### config.mk
export PLATFORM = sky130hd
export DESIGN_NAME = scan_code_frame_controller
export DESIGN_NICKNAME = d
export VERILOG_FILES = /design/src/rtl/scan_code_frame_controller.sv
export SDC_FILE = /design/constraint.sdc
export NUM_CORES = 1
export LEC_CHECK = 0
export ABC_CLOCK_PERIOD_IN_PS = 5700
export CORE_AREA = 3 3 85 87
export CTS_CLUSTER_SIZE = 12
export DETAILED_ROUTE_END_ITERATION = 10
export DIE_AREA = 0 0 88 90
export PLACE_DENSITY_LB_ADDON = 0.3
export SYNTH_ARGS = -nofsm -noshare
export SYNTH_HDL_FRONTEND = slang
export SYNTH_SLANG_ARGS = --single-unit
### constraint.sdc
create_clock -name CLK -period 5.7 [get_ports CLK]
set_input_delay 1.425 -clock CLK [delete_from_list [all_inputs] [get_ports CLK]]
set_output_delay 1.425 -clock CLK [all_outputs]
set_load 0.05 [all_outputs]
### src/rtl/scan_code_frame_controller.sv
// rtl/scan_code_frame_controller.sv - frames the debounced serial keyboard link into scan-code key events
module scan_code_frame_controller #(
   parameter int TIMEOUT_CYCLES = 2000,
   parameter int CNT_W          = 16
) (
   input  logic       CLK,
   input  logic       RST,
   input  logic       SERIAL_CLK,
   input  logic       SERIAL_DATA,
   input  logic       KEY_READY,
   input  logic       OVR_CLR,
   output logic       KEY_VALID,
   output logic [7:0] KEY_CODE,
   output logic       KEY_EXT,
   output logic       KEY_RELEASE,
   output logic       FRAME_ERR,
   output logic [1:0] ERR_CODE,
   output logic       OVERRUN
);

   typedef enum logic [1:0] {
      ST_IDLE,
      ST_DATA,
      ST_PARITY,
      ST_STOP
   } state_t;

   localparam logic [CNT_W-1:0] TO_LAST = CNT_W'(TIMEOUT_CYCLES - 1);

   localparam logic [1:0] ERR_TIMEOUT = 2'b00;
   localparam logic [1:0] ERR_START   = 2'b01;
   localparam logic [1:0] ERR_PARITY  = 2'b10;
   localparam logic [1:0] ERR_STOP    = 2'b11;

   // Synchronisers idle high so a line that is low at reset release
   // still produces one clean falling edge.
   logic sclk_s1_q, sclk_s2_q, sclk_dly_q;
   logic sdat_s1_q, sdat_s2_q;
   logic fall;

   always_ff @(posedge CLK or posedge RST) begin
      if (RST) begin
         sclk_s1_q  <= 1'b1;
         sclk_s2_q  <= 1'b1;
         sclk_dly_q <= 1'b1;
         sdat_s1_q  <= 1'b1;
         sdat_s2_q  <= 1'b1;
      end else begin
         sclk_s1_q  <= SERIAL_CLK;
         sclk_s2_q  <= sclk_s1_q;
         sclk_dly_q <= sclk_s2_q;
         sdat_s1_q  <= SERIAL_DATA;
         sdat_s2_q  <= sdat_s1_q;
      end
   end

   assign fall = sclk_dly_q & ~sclk_s2_q;

   state_t           state_q;
   logic [2:0]       bit_idx_q;
   logic [7:0]       shift_q;
   logic             par_err_q;
   logic [CNT_W-1:0] cnt_q;
   logic             frame_err_q;
   logic [1:0]       err_code_q;
   logic             byte_ok_q;
   logic [7:0]       byte_q;

   always_ff @(posedge CLK or posedge RST) begin
      if (RST) begin
         state_q     <= ST_IDLE;
         bit_idx_q   <= 3'd0;
         shift_q     <= 8'h00;
         par_err_q   <= 1'b0;
         cnt_q       <= '0;
         frame_err_q <= 1'b0;
         err_code_q  <= 2'b00;
         byte_ok_q   <= 1'b0;
         byte_q      <= 8'h00;
      end else begin
         frame_err_q <= 1'b0;
         byte_ok_q   <= 1'b0;

         if (fall || state_q == ST_IDLE) begin
            cnt_q <= '0;
         end else begin
            cnt_q <= cnt_q + CNT_W'(1);
         end

         if (fall) begin
            case (state_q)
               ST_IDLE: begin
                  if (sdat_s2_q) begin
                     frame_err_q <= 1'b1;
                     err_code_q  <= ERR_START;
                  end else begin
                     state_q   <= ST_DATA;
                     bit_idx_q <= 3'd0;
                     par_err_q <= 1'b0;
                  end
               end
               ST_DATA: begin
                  // LSB arrives first, so shift in from the top.
                  shift_q   <= {sdat_s2_q, shift_q[7:1]};
                  bit_idx_q <= bit_idx_q + 3'd1;
                  if (bit_idx_q == 3'd7) begin
                     state_q <= ST_PARITY;
                  end
               end
               ST_PARITY: begin
                  par_err_q <= (sdat_s2_q != ~^shift_q);
                  state_q   <= ST_STOP;
               end
               ST_STOP: begin
                  state_q <= ST_IDLE;
                  if (!sdat_s2_q) begin
                     frame_err_q <= 1'b1;
                     err_code_q  <= ERR_STOP;
                  end else if (par_err_q) begin
                     frame_err_q <= 1'b1;
                     err_code_q  <= ERR_PARITY;
                  end else begin
                     byte_ok_q <= 1'b1;
                     byte_q    <= shift_q;
                  end
               end
               default: state_q <= ST_IDLE;
            endcase
         end else if (state_q != ST_IDLE && cnt_q == TO_LAST) begin
            state_q     <= ST_IDLE;
            frame_err_q <= 1'b1;
            err_code_q  <= ERR_TIMEOUT;
         end
      end
   end

   // Prefix decode: E0/F0 only arm flags; any other good byte becomes an event.
   logic       ext_q, rel_q;
   logic       evt_q;
   logic [7:0] evt_code_q;
   logic       evt_ext_q, evt_rel_q;

   always_ff @(posedge CLK or posedge RST) begin
      if (RST) begin
         ext_q      <= 1'b0;
         rel_q      <= 1'b0;
         evt_q      <= 1'b0;
         evt_code_q <= 8'h00;
         evt_ext_q  <= 1'b0;
         evt_rel_q  <= 1'b0;
      end else begin
         evt_q <= 1'b0;
         if (frame_err_q) begin
            ext_q <= 1'b0;
            rel_q <= 1'b0;
         end else if (byte_ok_q) begin
            if (byte_q == 8'hE0) begin
               ext_q <= 1'b1;
            end else if (byte_q == 8'hF0) begin
               rel_q <= 1'b1;
            end else begin
               evt_q      <= 1'b1;
               evt_code_q <= byte_q;
               evt_ext_q  <= ext_q;
               evt_rel_q  <= rel_q;
               ext_q      <= 1'b0;
               rel_q      <= 1'b0;
            end
         end
      end
   end

   logic       key_valid_q, key_valid_d;
   logic [7:0] key_code_q;
   logic       key_ext_q, key_rel_q;
   logic       overrun_q, overrun_d;
   logic       key_load, evt_drop;

   // A slot freed by acceptance in this cycle can take the new event.
   always_comb begin
      evt_drop    = evt_q & key_valid_q & ~KEY_READY;
      key_load    = evt_q & ~evt_drop;
      key_valid_d = key_valid_q;
      if (key_load) begin
         key_valid_d = 1'b1;
      end else if (key_valid_q & KEY_READY) begin
         key_valid_d = 1'b0;
      end
      overrun_d = overrun_q;
      if (evt_drop) begin
         overrun_d = 1'b1;
      end else if (OVR_CLR) begin
         overrun_d = 1'b0;
      end
   end

   always_ff @(posedge CLK or posedge RST) begin
      if (RST) begin
         key_valid_q <= 1'b0;
         key_code_q  <= 8'h00;
         key_ext_q   <= 1'b0;
         key_rel_q   <= 1'b0;
         overrun_q   <= 1'b0;
      end else begin
         key_valid_q <= key_valid_d;
         overrun_q   <= overrun_d;
         if (key_load) begin
            key_code_q <= evt_code_q;
            key_ext_q  <= evt_ext_q;
            key_rel_q  <= evt_rel_q;
         end
      end
   end

   assign KEY_VALID   = key_valid_q;
   assign KEY_CODE    = key_code_q;
   assign KEY_EXT     = key_ext_q;
   assign KEY_RELEASE = key_rel_q;
   assign FRAME_ERR   = frame_err_q;
   assign ERR_CODE    = err_code_q;
   assign OVERRUN     = overrun_q;

endmodule

==> impl_summary.md, run 1 <==
Die
The area of the core is 6420 sq um. The die area is 7920 sq um. During I/O placement, the number of pins put on the boundary was 21. The die extent in x is around 90 microns.

The floorplan has 29 rows. The initial standard-cell utilization of the core is 0.472. The height of the die is 90 microns.

STA
At the pin with the least slew margin, the transition time is 1090 ps. The setup-violating endpoint count in the final report is 0. The final cycle utilization of the critical path is 0.517. The worst slew margin relative to its limit is 0.269. The tightest hold margin is 359 ps. The worst path needs 2950 ps of the cycle, external delays included. Across the routed clock network, the largest skew measured is 6.20 ps. Setup repair after global routing left no endpoint under its margin. The count of final max-slew check failures is 0. Once routing completed, OpenROAD measured the worst setup slack at about 2800 ps. The maximum clock rate is 339 MHz. The post-route setup TNS is 0 ps. The count of final hold-check violations is 0.

Route
For this run, the detailed router's first-pass iteration total came to 4. Detailed routing placed a total of 2.15 mm of wire on met2. The sum of routed wire segments on met1 is 2.25 mm. The total routed wirelength is 4.70 mm. The number of routed nets with antenna violations is 0. The detailed-route vias per instance is about 5.2.

In the final routed layout, each cell accounts on average for 13.5 microns. The detailed router used layers up to and including met4. The number of remaining DRC errors is 0. After the first detailed-routing iteration, the DRC count stood at 33. The total via count after detailed routing is approximately 1,800. The met3 wire length is between 200 and 250 microns.

Global routing
The number of antenna violations at the first check in global routing came to 0. The first global-routing pass estimated 8.27 mm of wire. Entering global routing, the biggest net connects 56 pins. Across every metal layer, demand over resource in global routing totals 0.135.

The via count of the first global-routing pass is approximately 1,800. After global routing the overflow that remains totals 0.

Worst setup path
The kind of capture point of the worst setup path is an output pin. Setup slack on the worst reg-to-reg path comes out at ~3700 ps. Traced cell by cell, the critical path runs through clkdlybuf4s50_1. In this run the critical register-to-register path is captured at state_q[1]. In this design, the stage delay of the slowest critical-path cell is roughly 810 ps. For the worst flop-to-flop path, the logic depth is 7. The required time of the critical path is 4280 ps.

Counting both buffers and inverters, the worst setup path holds a total of 1. The critical path ends at FRAME_ERR. The arrival time at the worst endpoint is 1520 ps. The biggest fanout along the worst timing path is 3.

The category of cells accounting for the largest share of critical-path delay is buffers and inverters. In this run the number of cells on the critical path is 1. The slowest cell on the critical path is clkdlybuf4s50_1. STA classifies the critical path startpoint as a flop. The startpoint of the worst register-to-register path is state_q[0]. The path type of the worst setup path is flop to output pin. Tracing the worst setup path back leads to its startpoint at FRAME_ERR.

Clock tree
Buffers inserted to repair hold after CTS numbered 0. The clock drives 72 sinks. The number of gates resized after CTS was 0. The clock tree root buffer cell is clkbuf_8.

The clock tree synthesis step divided the H-tree into 3 levels. Buffers added to address setup during post-CTS repair amount to 0. TritonCTS built the clock tree. The clock buffer count from CTS is 9. The clock reaches the later pin of the worst-skew pair after 340 ps. The clock slew at the register clock pins of the worst setup and hold paths is around 70 ps.

The buffer depth of the longest clock path is 2.

Cells and area
The sequential cell area is 1810 sq um. In the final layout, the share of cells above drive strength 1 is 0.181. The final instance count without filler cells is between 300 and 400. In the final layout, the multi-input gates occupy 1150 sq um. At the end of the flow the core is filled with cells to 0.538. Fill cells in the final layout number 566.

The count of antenna diodes in the layout is 0. The most common cell after layout, fill and taps aside is dfrtp_1. The final net count is 280.

The finished cells cover ~3500 sq um. The area growth from synthesis to layout is 14.0%. In the layout the commonest cells are 67 x dfrtp_1, 27 x mux2_2, 24 x nor2_1, 20 x clkdlybuf4s50_1, 15 x nand2_1.

Power
The design draws 1.24 mW. The total power divided by cell area is 359 nW/um^2. Summed over all cells, the static leakage comes to 1.61 nW. VDD sags by at most 0.000226 V.

Hold path
In this run the most critical hold path is launched from sdat_s1_q. The min-delay analysis places its worst path in the category flop to flop.

Synthesis
The register bit total from synthesis is 72. The number of nets in the synthesized netlist is approximately 250. During synthesis, Yosys emitted a total of 0 warnings. The average cell area after synthesis is 12.6 sq um. In this run the cell area of the synthesized design comes to 3030 sq um. Synthesis produced 240 cells. Of the synthesized area, sequential elements account for 0.596. The synthesized netlist contains 35 unique library cells.

Run status
The flow ran to the end, and the final reports show no timing, DRC or antenna violations.

Place
The number of cells in the design after placement is 333. The setup slack at placement is roughly 2700 ps. Summed over all nets, the half-perimeter wirelength after detailed placement is between 3 and 4 mm. The count of buffers added on input and output ports is 20. Once placement finished, the instance area stood at roughly 3300 sq um. The congestion estimate from routability-driven global placement came to a little over 0.7.

Flow run
The tool flagged a number of max-cap violations equal to 0.
==> final cells by class <==
cell class              instances  share of cell area
well taps                      77              0.0279
clock inverters                 4             0.00651
inverters                      10              0.0109
multi-input cells             153               0.334
repair buffers                 21              0.0601
clock buffers                  11              0.0380
flip-flops and latches         72               0.523
==> power breakdown <==
| part | switching (mW) | internal [mW] | total, mW |
|---|---|---|---|
| registers | 0.0564 | 0.572 | 0.628 |
| logic | 0.162 | 0.126 | 0.288 |
| clock network | 0.171 | 0.153 | 0.325 |
==> worst min-delay path by stage <==
stage	endpoint	slack, ps	cells after the start
finish	sdat_s2_q	360	0
global route	sdat_s2_q	370	0
CTS	sdat_s2_q	360	0
detailed placement	sdat_s2_q	350	0
global placement	sclk_s2_q	350	0
floorplan	sclk_s2_q	350	0
==> synthesized netlist by cell type, drive strengths merged <==
| master | n | area, sq um |
|---|---|---|
| dfrtp | 67 | 1680 |
| mux2 | 35 | 394 |
| nor2 | 24 | 90.1 |
| nand2 | 15 | 56.3 |
| xnor2 | 11 | 96.3 |
| inv | 10 | 37.5 |
| xor2 | 9 | 78.8 |
| ha | 7 | 87.6 |
| o21ai | 7 | 35.0 |
| nand3 | 6 | 30.0 |
| dfstp | 5 | 131 |
| a21oi | 4 | 20.0 |
| buf | 4 | 28.8 |
| nand4 | 4 | 25.0 |
| a22o | 3 | 26.3 |
| a32o | 3 | 30.0 |
| nand2b | 3 | 18.8 |
| nor3 | 3 | 26.3 |
| or3 | 3 | 18.8 |
| a22oi | 2 | 15.0 |
| and3 | 2 | 12.5 |
| nor4 | 2 | 12.5 |
| o211ai | 2 | 15.0 |
| o22ai | 2 | 12.5 |
| a21boi | 1 | 7.51 |
| clkbuf | 1 | 3.75 |
| nand3b | 1 | 7.51 |
| nand4b | 1 | 8.76 |
| nor2b | 1 | 6.26 |
| o41ai | 1 | 16.3 |
| or2b | 1 | 7.51 |
==> layer usage <==
layer / global-route usage / vias up
met5: 0 / -
met1: 0.167 / 890
met3: 0.0548 / 8
met4: 0.0575 / 0
li1: - / 886
met2: 0.205 / 31
==> registers in the layout (all words and copies together), names as in the netlist, 2 cells and up <==
name,count
bit_idx_q,3
shift_q,8
state_q,2
cnt_q,16
byte_q,8
evt_code_q,8
ERR_CODE,2
KEY_CODE,8
==> logic make-up after synthesis <==
kind of cell	Yosys count	share of synthesized area
DFF	72	0.596
and+or+nand+nor	66	0.106
muxes	35	0.130
AOI/OAI and AO/OA	25	0.0586
xor gates and xnor gates	20	0.0578
buffers and inverters	15	0.0231
adders and majority gates	7	0.0289
No activity file was read; power rests on OpenSTA's default activity.
==> run 2, diff against run 1 <==
--- a/config.mk
+++ b/config.mk
@@ -5,7 +5,7 @@
 export SDC_FILE = /design/constraint.sdc
 export NUM_CORES = 1
 export LEC_CHECK = 0
-export ABC_CLOCK_PERIOD_IN_PS = 5700
+export ABC_CLOCK_PERIOD_IN_PS = 3050
 export CORE_AREA = 3 3 85 87
 export CTS_CLUSTER_SIZE = 12
 export DETAILED_ROUTE_END_ITERATION = 10
==> constraint.sdc (replaced) <==
create_clock -name CLK -period 3.05 [get_ports CLK]
set_input_delay 0.7625 -clock CLK [delete_from_list [all_inputs] [get_ports CLK]]
set_output_delay 0.7625 -clock CLK [all_outputs]
set_load 0.05 [all_outputs]
==> impl_summary.md, run 2 (same netlist as run 1, synthesis figures left out) <==
Cells and area
The layout overhead on the synthesized area is 16.8%. The register with the most flip-flops in the layout has 16 of them. cnt_q holds more flip-flops than any other register. The library cell used most frequently in the layout, excluding fill and tap cells, is dfrtp_1. In the layout the commonest cells are 67 x dfrtp_1, 27 x mux2_2, 24 x nor2_1, 20 x clkdlybuf4s50_1, 15 x nand2_1. For this run, the post-layout net count is roughly 280. The number of antenna diodes in the final layout is 0. Of the cells placed in the final design, the portion with a size suffix greater than 1 is 0.200.

Worst setup path
The required time of the critical path is 2290 ps. The worst setup path is of the flop to output pin kind. The kind of capture point of the worst setup path is an output pin.

The largest single stage delay on the critical path is 820 ps. The slowest cell on the critical path is clkdlybuf4s50_1. The count of buffering cells on the critical path with inverters included is 1. The arrival time at the worst endpoint is 1520 ps.

In this run the worst path has a maximum fanout of 3. In this design, the largest share of critical-path delay is due to buffers and inverters. Walking the worst path, the cells encountered are clkdlybuf4s50_1. The type of origin of the critical path is a flop.

Clock tree
For this design, the sink count on the clock tree is approximately 70. The clock tree root buffer cell is clkbuf_8. After clock tree synthesis, the flow added hold-fix buffers numbering 0. The clock passes through at most 2 buffers. The number of levels the H-tree was split into is 3.

After clock tree synthesis, the repair step resized 0 gates. TritonCTS built the clock tree. The post-CTS repair timing setup buffer count is 0. The later pin in the worst-skew pair is clocked with a latency of 340 ps.

The clock buffer count from CTS is 9. After clock tree synthesis, the clock-pin slew on the worst setup and hold paths is approximately 80 ps.

STA
The transition at the pin with the smallest max-transition slack is ~840 ps. The count of final max-slew check failures is 0. The maximum clock rate is between 400 and 500 MHz. The clock skew after layout is 7.47 ps. The worst slew margin relative to its limit is 0.439.

The post-route setup TNS is 0 ps. The count of final hold-check violations was 0. The final cycle utilization of the critical path is 0.749.

Setup repair after global routing left no endpoint under its margin. Hold timing on the final database bottoms out at a slack of between 300 and 400 ps. Setup violations remaining at the end of the flow were counted as 0. The smallest clock period supported by the final layout is computed as 2280 ps.

Run status
The flow ran to the end, and the final reports show no timing, DRC or antenna violations.

Global routing
The total global routing overflow is 0. The largest net degree at the start of global routing is 29. The via count of the first global-routing pass is 1,826. The aggregate global-route resource usage is 0.133. The number of antenna violations at the first check in global routing is 0. The wire length of the first global-routing pass is slightly above 8 mm.

Route
The routed design uses roughly 2 mm of met2 wire. The detailed-router iteration count before antenna repair is 6. After detailed routing, the wire length on met1 is 2.23 mm. The detailed-route vias per instance is 5.13.

The total via count after detailed routing is 1,804. The highest routing layer actually used is met4. After detailed routing, the met3 layer carries 198 microns of wire. After detailed routing, the number of remaining DRC violations is 0. Dividing the detail-routed wire length by the instance count gives 12.9 microns. In this run the remaining antenna-violating nets after routing total 0. In this run, the number of DRC markers left after iteration 0 of detailed routing was 35. The total routed wirelength is 4.55 mm.

Hold path
The tightest min-delay check is of the flop to flop type.

Flow run
The number of maximum-capacitance constraint violations is 0.

Die
The height of the die is 90 microns. The initial standard-cell utilization of the core is 0.472. The die is slightly below 90 microns wide. The boundary pin count is 21. The die area is 7920 sq um. The area of the core is 6420 sq um.

The row count is 29.

Place
Input and output buffers added on the ports amount to 20. The congestion estimate from routability-driven global placement came to ~0.76. The post-DP HPWL is 3.28 mm.

Power
For this design the ratio of total power to cell area is 694 nW/um^2. The peak supply drop is 0.000389 V. For this design the static power due to leakage is around 1.6 nW.
-- run 2: layout make-up --
| cell class | count | area [sq um] |
|---|---|---|
| fill | 535 | 2880 |
| timing repair buffer | 24 | 243 |
| sequential | 72 | 1810 |
| tap | 77 | 96.3 |
| inverter | 10 | 37.5 |
| clock buffer | 9 | 124 |
| clock inverter | 7 | 80.1 |
| multi-input combinational | 153 | 1150 |
-- run 2: metrics by stage --
step | setup WS (ps) | utilization | total power, mW | std cells | area (sq um)
3_3_place_gp | 896 | 0.520 | 1.72 | 336 | 3340
2_1_floorplan | 471 | - | 1.62 | 240 | 3030
4_1_cts | 741 | 0.552 | 2.49 | 352 | 3540
6_report | 767 | 0.552 | 2.46 | 352 | 3540
3_5_place_dp | 845 | 0.520 | 1.73 | 336 | 3340
5_1_grt | 713 | 0.552 | 2.62 | 352 | 3540
-- run 2: final timing paths --
check,from,endpoint,slack [ps],cells after the start
max,FRAME_ERR,FRAME_ERR,770,1
min,sclk_s1_q,sclk_s2_q,360,0
max reg2reg,state_q[0],state_q[1],1050,7
min reg2reg,sclk_s1_q,sclk_s2_q,360,0
max in group asynchronous,RST,sdat_s1_q,1680,3
min in group asynchronous,RST,evt_code_q[1],740,2
-- run 2: report_power, final --
group          switching [mW]  internal (mW)  total, mW
Sequential              0.101           1.07       1.17
Clock                   0.366          0.386      0.751
Combinational           0.298          0.240      0.539
-- run 2: layer usage --
layer / vias to the layer above / GRT usage
met2: 41 / 0.195
li1: 898 / -
met3: 8 / 0.0329
met1: 857 / 0.180
met5: - / 0
met4: 0 / 0.0665
==> run 3, diff against run 2 <==
--- a/config.mk
+++ b/config.mk
@@ -5,7 +5,7 @@
 export SDC_FILE = /design/constraint.sdc
 export NUM_CORES = 1
 export LEC_CHECK = 0
-export ABC_CLOCK_PERIOD_IN_PS = 3050
+export ABC_CLOCK_PERIOD_IN_PS = 1900
 export CORE_AREA = 3 3 85 87
 export CTS_CLUSTER_SIZE = 12
 export DETAILED_ROUTE_END_ITERATION = 10
==> constraint.sdc (replaced) <==
create_clock -name CLK -period 1.9 [get_ports CLK]
set_input_delay 0.475 -clock CLK [delete_from_list [all_inputs] [get_ports CLK]]
set_output_delay 0.475 -clock CLK [all_outputs]
set_load 0.05 [all_outputs]
==> impl_summary.md, run 3 (same netlist as run 1, synthesis figures left out) <==
Hold path
The hold path endpoint is sdat_s2_q. The depth of the worst hold-timing path is 0. The start point of the worst hold path is sdat_s1_q. In this run the worst hold path is classified as flop to flop.

Worst setup path
Measured in cells, the most critical reg-to-reg path has a length of 7. The startpoint of the worst register-to-register path is state_q[0]. Data arrives at the worst endpoint at between 1500 and 2000 ps. The category of cells accounting for the largest share of critical-path delay is compound AO/OA/AOI/OAI gates. The most critical setup path has its startpoint at state_q[0]. Along the worst path, the maximum fanout reaches 4.

The path type of the worst setup path is flop to flop. The critical register-to-register path endpoint is state_q[1]. Together, buffers and inverters on the worst path number 1. The required time of the critical path is 2120 ps.

The worst stage delay on the critical path is 400 ps. Walking the worst path, the cells encountered are inv_1, ha_1, nor4_2, nand3b_1, o21ai_2, o21ai_1, a32o_1. Among all stages on the critical path, the largest delay is contributed by dfrtp_1. The type of origin of the critical path is a flop. The register-to-register setup slack is 190 ps. The worst setup path is captured at a flop.

Die
The die area is ~7900 sq um. The core region is between 6000 and 7000 sq um. The height of the die is 90 microns. Pin placement for this block handled 21 I/O pins. The floorplan step set the die width to just under 90 microns.

For this configuration, the core starts out at a cell density of 0.472. Row generation in the floorplan step produced 29 rows.

Route
The number of remaining DRC errors is 0. The routed layout has 1,817 vias. The detailed-route vias per instance is about 5. The routed design has 4.66 mm of wire. The post-detailed-route wirelength per cell is about 13 microns.

The pre-antenna-repair detailed-routing pass consisted of 4 iterations. The violation count after the first detailed-route iteration is 75. The number of routed nets with antenna violations is 0.

Cells and area
The top cell types in the final layout, fill and taps aside, are 67 x dfrtp_1, 27 x mux2_2, 23 x nor2_1, 19 x buf_4, 15 x nand2_1. The final net count is 285. The area used by multi-input combinational logic is 1170 sq um. The filler cells instantiated in the layout total ~540. The layout overhead on the synthesized area is 17.3%. The register with the most flip-flops in the layout has 16 of them. The most common cell after layout, fill and taps aside is dfrtp_1. The sequential cell area is 1810 sq um. More flip-flops sit in one register than any other, and that register is cnt_q. Of the cells placed in the final design, the portion with a size suffix greater than 1 is 0.267.

The repair_antennas step left the layout with diodes totalling 0.

Power
Summed over all cells, the static leakage comes to 1.70 nW. The peak supply drop is 0.000716 V. Power spread over the standard cell area amounts to 1140 nW/um^2. The overall power of the completed layout is 4.07 mW.

Place
The routability congestion estimate from global placement is around 0.75. The count of buffers from port buffering is 20. Detailed placement finished with a half-perimeter wire length of roughly 3.2 mm.

STA
The worst slew margin relative to its limit is 0.590. Setup repair after global routing left no endpoint under its margin. The final cycle utilization of the critical path is 0.898. Final hold analysis gives a worst-case slack of 356 ps. The count of final hold-check violations is 0. The count of final max-slew check failures came to 0. The post-route setup TNS is 0 ps. The setup-violating endpoint count in the final report is 0. The transition at the pin with the smallest max-transition slack is 614 ps.

The clock skew after layout is 7.20 ps. Counting I/O delays and the setup requirement, the final critical path takes 1710 ps. Derived from the worst setup path, the maximum achievable clock frequency is 586 MHz.

Global routing
The largest net degree at the start of global routing is 73. The number of antenna violations at the first check in global routing is 0. The total global routing overflow is 0.

The wire length of the first global-routing pass is 8.22 mm. The aggregate global-route resource usage is 0.130. The via count of the first global-routing pass is around 1,800.

Flow run
Max-cap violations in this run came to 0.

Clock tree
The clock slew at the register clock pins of the worst setup and hold paths is ~70 ps. The clock passes through at most 2 buffers. The number of levels the H-tree was split into is 3. The number of clock buffers added by TritonCTS is 9.

The total clock sinks is 72. The clock tree root buffer cell is clkbuf_8. For this design, the CTS-stage hold fixing added 0 buffers. The insertion delay of the later-clocked pin in the worst-skew pair is 330 ps. The TritonCTS clock tree is done.

Run status
The run finished with clean final reports.
run 3: worst register-to-register path, delay by kind of cell (launching register included):
family | cells | cell delay (ps)
AND/OR/NAND/NOR | 2 | 400
AO/OA/AOI/OAI | 3 | 500
adder cells (fa/ha/maj) | 1 | 240
buffers and inverters | 1 | 80
flip-flops | 1 | 400
run 3: final cells by class:
cell class / instances / area share
Sequential cell: 72 / 0.508
Multi-Input combinational cell: 153 / 0.328
Timing Repair Buffer: 26 / 0.0654
Clock buffer: 10 / 0.0359
Tap cell: 77 / 0.0271
Clock inverter: 6 / 0.0236
Inverter: 10 / 0.0116
run 3: what timing repair did:
action / in CTS / in global routing
setup endpoints to repair: 1 / 5
gates resized for setup: 1 / 4
pin swaps: 0 / 1
setup buffers: 0 / 2
run 3: worst max-delay path by stage:
stage                      end  slack, ps  cells past startpoint
global route         byte_q[1]         40                      4
detailed placement  state_q[1]          9                      7
CTS                 state_q[1]         80                      7
finish              state_q[1]        190                      7
floorplan           state_q[1]        200                      8
global placement    state_q[1]         30                      7
run 3: report_power, final:
part | switching (mW) | internal (mW)
Sequential | 0.167 | 1.72
Clock | 0.529 | 0.735
Combinational | 0.501 | 0.420
run 3: routing by layer:
metal | share of wire | routed length [microns] | vias to the layer above | track usage
li1 | - | - | 901 | -
met3 | 0.047 | 218 | 6 | 0.0503
met4 | 0.0088 | 41 | 0 | 0.0345
met5 | 0 | 0 | - | 0
met1 | 0.48 | 2230 | 880 | 0.169
met2 | 0.47 | 2170 | 30 | 0.203
run 3: stage by stage:
step / instance area [sq um] / util / instances / setup slack (ps)
floorplan: 3040 / - / 240 / 197
global placement: 3320 / 0.517 / 336 / 28.9
detailed placement: 3320 / 0.517 / 336 / 8.55
CTS: 3530 / 0.550 / 352 / 77.2
global route: 3560 / 0.554 / 354 / 35.5
finish: 3560 / 0.554 / 354 / 194
==> RTL change 1, RTL diff (config.mk and constraints of run 2) <==
Change the parameter `CNT_W` from 16 to 32.
--- a/src/rtl/scan_code_frame_controller.sv
+++ b/src/rtl/scan_code_frame_controller.sv
@@ -3,3 +3,3 @@
    parameter int TIMEOUT_CYCLES = 2000,
-   parameter int CNT_W          = 16
+   parameter int CNT_W          = 32
 ) (
Formal check against the unedited RTL: same outputs for any inputs over 10 cycles, from zero or initial values and one cycle with RST high; that may be too few to reach the edited logic, so the function may still have changed.
==> RTL change 1 against run 2 <==
Utilization increased by 14 points; register-to-register slack got worse by 20 ps; worst hold slack improved by 1.8 ps; first-iteration DRC count increased to 4.5 times the old value; wire length increased by 48%; clock power increased by 8.8%; clock skew increased by 7.0 ps; sequential share of layout area decreased by 1.6 points; sequential cell count increased by 16; setup slack got worse by 71 ps; synthesized area increased by 32%; design area increased by 26%; power increased by 19%.
==> RTL change 1: results (changes against run 2) <==
| Metric | Value |
|---|---|
| Initial DRC Count | `159 (+350%)` |
| Post-synthesis sequential area ratio | `55.2% (-4.5 points)` |
| VDD IR-drop max | `0.515 mV (+32%)` |
| Routed wire length | `6720 um (+48%)` |
| CTS Buf Count | `9 (unchanged)` |
| Synth cell count leaders | `83 x dfrtp_1, 43 x nor2_1, 35 x mux2_2` |
| Layout Skew | `14.5 ps (+7.02 ps)` |
| Slowest cell delay on critical path | `slightly above 800 ps` |
| Clock buffer depth | `2 (unchanged)` |
| Largest reg by FF count | `cnt_q` |
| Final nets | `382 (+35%)` |
| Max reg flops | `32 (+16)` |
| Static leakage power | `2.10 nW (+27%)` |
| Diodes inserted | `0 (unchanged)` |
| DRT Pass-1 Iters | `6 (unchanged)` |
| Main synth FF type | `dfrtp_1` |
| Crit-path slowest cell | `clkdlybuf4s50_1` |
| Clk_lat worst skew | `360 ps (+20 ps)` |
| Synth unique cells | `52 (+49%)` |
| Async set or reset register ratio after synthesis | `100% (unchanged)` |
| CP Max Fanout | `5 (+2)` |
| Status | `complete, no violations` |
| HPWL after DPL | `4520 um (+38%)` |
| Total number of yosys warnings | `0 (unchanged)` |
| Clock-pin slew on the worst setup and hold paths | `roughly 90 ps` |
| Family with the most delay on the worst path | `buffers and inverters` |
| Root buf cell | `clkbuf_8` |
| Drt via density | `5.70 (+11%)` |
| RD Place Congestion | `0.723 (-5.4%)` |
| Cts repair resizes | `0 (unchanged)` |
| Port bufs | `20 (unchanged)` |
| H-tree Lvls | `3 (unchanged)` |
| First-pass GRT wire length | `11900 um (+43%)` |
| Area contributors post-synth | `dfrtp_1 52%, mux2_2 9.8%, xor2_1 5.2%` |
| Syn nets | `358 (+42%)` |
| Post CTS Setup Buffer Count | `0 (unchanged)` |
| Switching share of power | `32.8% (+1.6 points)` |
| Worst Path Arrival | `1590 ps (+70 ps)` |
| Share of layout cells above drive strength 1 | `19.8% (-0.21 points)` |
| Initial antenna violation count | `0 (unchanged)` |
| Vias in the first global route | `2571 (+41%)` |
| GRT Util Overall | `18.8% (+5.5 points)` |
| Largest net degree at the start of global routing | `89 (+210%)` |
| Worst hold path class | `flop to flop` |
| Tightest Pin Transition | `832 ps (-5.84 ps)` |
[RTL change 1: power by group through the flow]
stage               clock (mW)  sequential (mW)  combinational [mW]
floorplan                    0             1.46               0.513
global placement             0             1.42               0.668
detailed placement           0             1.43               0.699
CTS                      0.840             1.41               0.701
global route             0.889             1.43               0.788
finish                   0.817             1.41               0.697
[RTL change 1: stage by stage]
step	total power [mW]	area, sq um	instances	hold slack, ps	setup slack, ps
after floorplan	1.97	4000	345	345	17.2
after global placement	2.09	4270	435	346	909
after detailed placement	2.13	4270	435	347	856
after CTS	2.95	4470	451	361	671
after global routing	3.11	4470	451	370	641
final	2.93	4470	451	361	695
[RTL change 1: cells by family after synthesis]
| group | count (synthesis) | synth area share [%] |
|---|---|---|
| simple gates | 125 | 17.0 |
| flops | 88 | 55.2 |
| xor+xnor | 37 | 8.09 |
| mux | 36 | 10.1 |
| compound gates | 29 | 4.66 |
| buf+inv | 23 | 2.81 |
| fa+ha+maj | 7 | 2.19 |
[RTL change 1: path summary, 6_finish.rpt]
kind / start / end / cells after the start / slack [ps]
setup / recovery: ERR_CODE[1]$_DFFE_PP0P_ / ERR_CODE[1] / 1 / 700
min in group asynchronous: RST / OVERRUN$_DFFE_PP0P_ / 3 / 830
hold / removal: sdat_s1_q$_DFF_PP1_ / sdat_s2_q$_DFF_PP1_ / 0 / 360
hold reg to reg: sdat_s1_q$_DFF_PP1_ / sdat_s2_q$_DFF_PP1_ / 0 / 360
max in group asynchronous: RST / sclk_dly_q$_DFF_PP1_ / 3 / 1840
setup reg to reg: state_q[0]$_DFFE_PP0P_ / state_q[1]$_DFFE_PP0P_ / 6 / 1030
[RTL change 1: layer usage]
layer  part of all wire [%]  routed length (um)  GRT usage [%]
met4                    1.8                 121           7.93
met3                    2.6                 177           2.74
met1                     48                3240           25.9
met5                      0                   0              0
met2                     47                3180           29.5
[RTL change 1: layout make-up]
type	instances	area, sq um
inverters	14	53.8
fillers	495	1950
repair buffers	22	228
clock buffers	9	124
well taps	77	96.3
clock inverters	7	78.8
multi-input cells	234	1680
flip-flops and latches	88	2210
==> RTL change 2, RTL diff (flow settings as in run 2) <==
Made on the original files. Register the output `ERR_CODE` once more; this adds one clock of latency there. The other outputs are not delayed to match.
--- a/src/rtl/scan_code_frame_controller.sv
+++ b/src/rtl/scan_code_frame_controller.sv
@@ -219,3 +219,5 @@
    assign FRAME_ERR   = frame_err_q;
-   assign ERR_CODE    = err_code_q;
+   always_ff @(posedge CLK) begin
+      ERR_CODE <= err_code_q;
+   end
    assign OVERRUN     = overrun_q;
Behaviour: not the same (a bounded check fails within 4 cycles, from zero or initial values and one cycle with RST high).
==> RTL change 2 against run 2 <==
Wire length increased by 10%; design area increased by 1.8%; final cell count increased by 1.4%; sequential cell count increased by 2; sequential power increased by 6%; power decreased by 1.0%; highest routed layer unchanged; register-to-register slack improved by 30 ps; setup slack got worse by 14 ps; synthesized area increased by 4.5%; critical path depth unchanged.
==> RTL change 2: results (changes against run 2) <==
| Metric | Value |
|---|---|
| Largest reg by FF count | `cnt_q` |
| DR vias | `1870 (+3.7%)` |
| Main synth FF type | `dfrtp_1` |
| Crit-path slowest cell | `clkdlybuf4s50_1` |
| Area contributors post-synth | `dfrtp_1 53%, mux2_2 8.9%, mux2_4 4.3%` |
| Status | `complete, no violations` |
| Reg2reg setup slack | `1080 ps (+30 ps)` |
| DRT Pass-1 Iters | `4 (-2)` |
| H-tree Lvls | `3 (unchanged)` |
| Static leakage power | `1.68 nW (+1.8%)` |
| Max reg flops | `16 (unchanged)` |
| Slowest cell delay on critical path | `about 810 ps` |
| Worst Path Arrival | `approximately 1500 ps` |
| Worst hold path class | `flop to flop` |
| Crit path to | `FRAME_ERR` |
| GRT Util Overall | `14.0% (+0.73 points)` |
| Worst Reg2Reg Path Length in Cells | `4 (-3)` |
| Post-synthesis sequential area ratio | `58.3% (-1.3 points)` |
| Cts repair resizes | `0 (unchanged)` |
| CP Max Fanout | `3 (unchanged)` |
| Total number of yosys warnings | `0 (unchanged)` |
| VDD IR-drop max | `0.421 mV (+8.2%)` |
| CTS Buf Count | `9 (unchanged)` |
| Largest net degree at the start of global routing | `73 (+150%)` |
| Root buf cell | `clkbuf_8` |
| Fillers | `539 (+0.75%)` |
| R2R Path Start | `byte_q[6]$_DFFE_PP0P_` |
| Critical Path Start | `FRAME_ERR$_DFF_PP0_` |
| Post CTS Setup Buffer Count | `0 (unchanged)` |
| Synth unique cells | `42 (+20%)` |
| RD Place Congestion | `0.751 (-1.7%)` |
| Crit Reg-Reg Endpoint | `evt_code_q[7]$_DFFE_PP0P_` |
| Diodes inserted | `0 (unchanged)` |
| HPWL after DPL | `3440 um (+5.0%)` |
| Clock buffer depth | `2 (unchanged)` |
| Final nets | `288 (+1.8%)` |
| Async set or reset register ratio after synthesis | `97.3% (-2.7 points)` |
| Layout Skew | `9.47 ps (+2.00 ps)` |
| Clock-pin slew on the worst setup and hold paths | `70 ps` |
| First-pass GRT wire length | `8630 um (+3.9%)` |
| Family with the most delay on the worst path | `buffers and inverters` |
| Syn nets | `262 (+3.6%)` |
| Initial DRC Count | `87 (+150%)` |
| Slew headroom | `26.3% (-18 points)` |
| Routed wire length | `5020 um (+10%)` |
| Share of layout cells above drive strength 1 | `23.2% (+3.2 points)` |
| Synth cell count leaders | `67 x dfrtp_1, 25 x mux2_2, 19 x nor2_1` |
| Crit path kind | `flop to output pin` |
[RTL change 2: cell types whose count changed in the layout (fill, tap and decap cells not counted), moves of 3 or more]
cell and delta:
a21oi_1 +4, o21ai_0 +3, clkinv_2 +4, nor2_1 -5
mux2_1 -8, mux2_4 +9
[RTL change 2: routing by layer]
layer	part of all wire (%)	vias to the layer above	track usage, %
li1	-	915	-
met1	43	918	17.1
met2	52	27	22.3
met3	3.9	10	5.21
met4	1.5	0	5.37
met5	0	-	0
[RTL change 2: worst min path at each step]
stage | start | endpoint | cells past startpoint
floorplan | sclk_s1_q$_DFF_PP1_ | sclk_s2_q$_DFF_PP1_ | 0
global placement | sclk_s1_q$_DFF_PP1_ | sclk_s2_q$_DFF_PP1_ | 0
detailed placement | sclk_s1_q$_DFF_PP1_ | sclk_s2_q$_DFF_PP1_ | 0
CTS | sclk_s1_q$_DFF_PP1_ | sclk_s2_q$_DFF_PP1_ | 0
global route | sclk_s1_q$_DFF_PP1_ | sclk_s2_q$_DFF_PP1_ | 0
finish | sclk_s1_q$_DFF_PP1_ | sclk_s2_q$_DFF_PP1_ | 0
[RTL change 2: where the power goes]
| group | switching (mW) | internal, mW | total (mW) |
|---|---|---|---|
| combinational | 0.313 | 0.256 | 0.569 |
| sequential | 0.112 | 1.12 | 1.24 |
| clock | 0.339 | 0.289 | 0.628 |
| total | 0.765 | 1.67 | 2.43 |
[RTL change 2: metrics by stage]
step	instance area (sq um)	setup slack, ps	utilization, %	cells	hold slack, ps
after floorplan	3170	471	-	249	345
after global routing	3610	692	56.2	357	362
final	3610	753	56.2	357	357
after CTS	3610	719	56.2	357	357
after global placement	3450	897	53.7	341	346
after detailed placement	3450	858	53.7	341	347
[RTL change 2: layout make-up]
class	count	area share, %
Clock buffer	10	3.54
Clock inverter	6	0.971
Tap cell	77	2.67
Sequential cell	74	51.2
Multi-Input combinational cell	156	34.0
Timing Repair Buffer	22	6.31
Inverter	12	1.25
[RTL change 2: cells by family (layout without fill, tap and decap cells)]
family	after synthesis	in the layout	synth area share, %
flip-flops	74	74	58.3
AND/OR/NAND/NOR	67	67	11.7
multiplexers	35	35	13.5
AO/OA/AOI/OAI	30	30	6.12
buffers and inverters	19	50	2.96
XOR/XNOR	17	17	4.70
adder cells (fa/ha/maj)	7	7	2.76
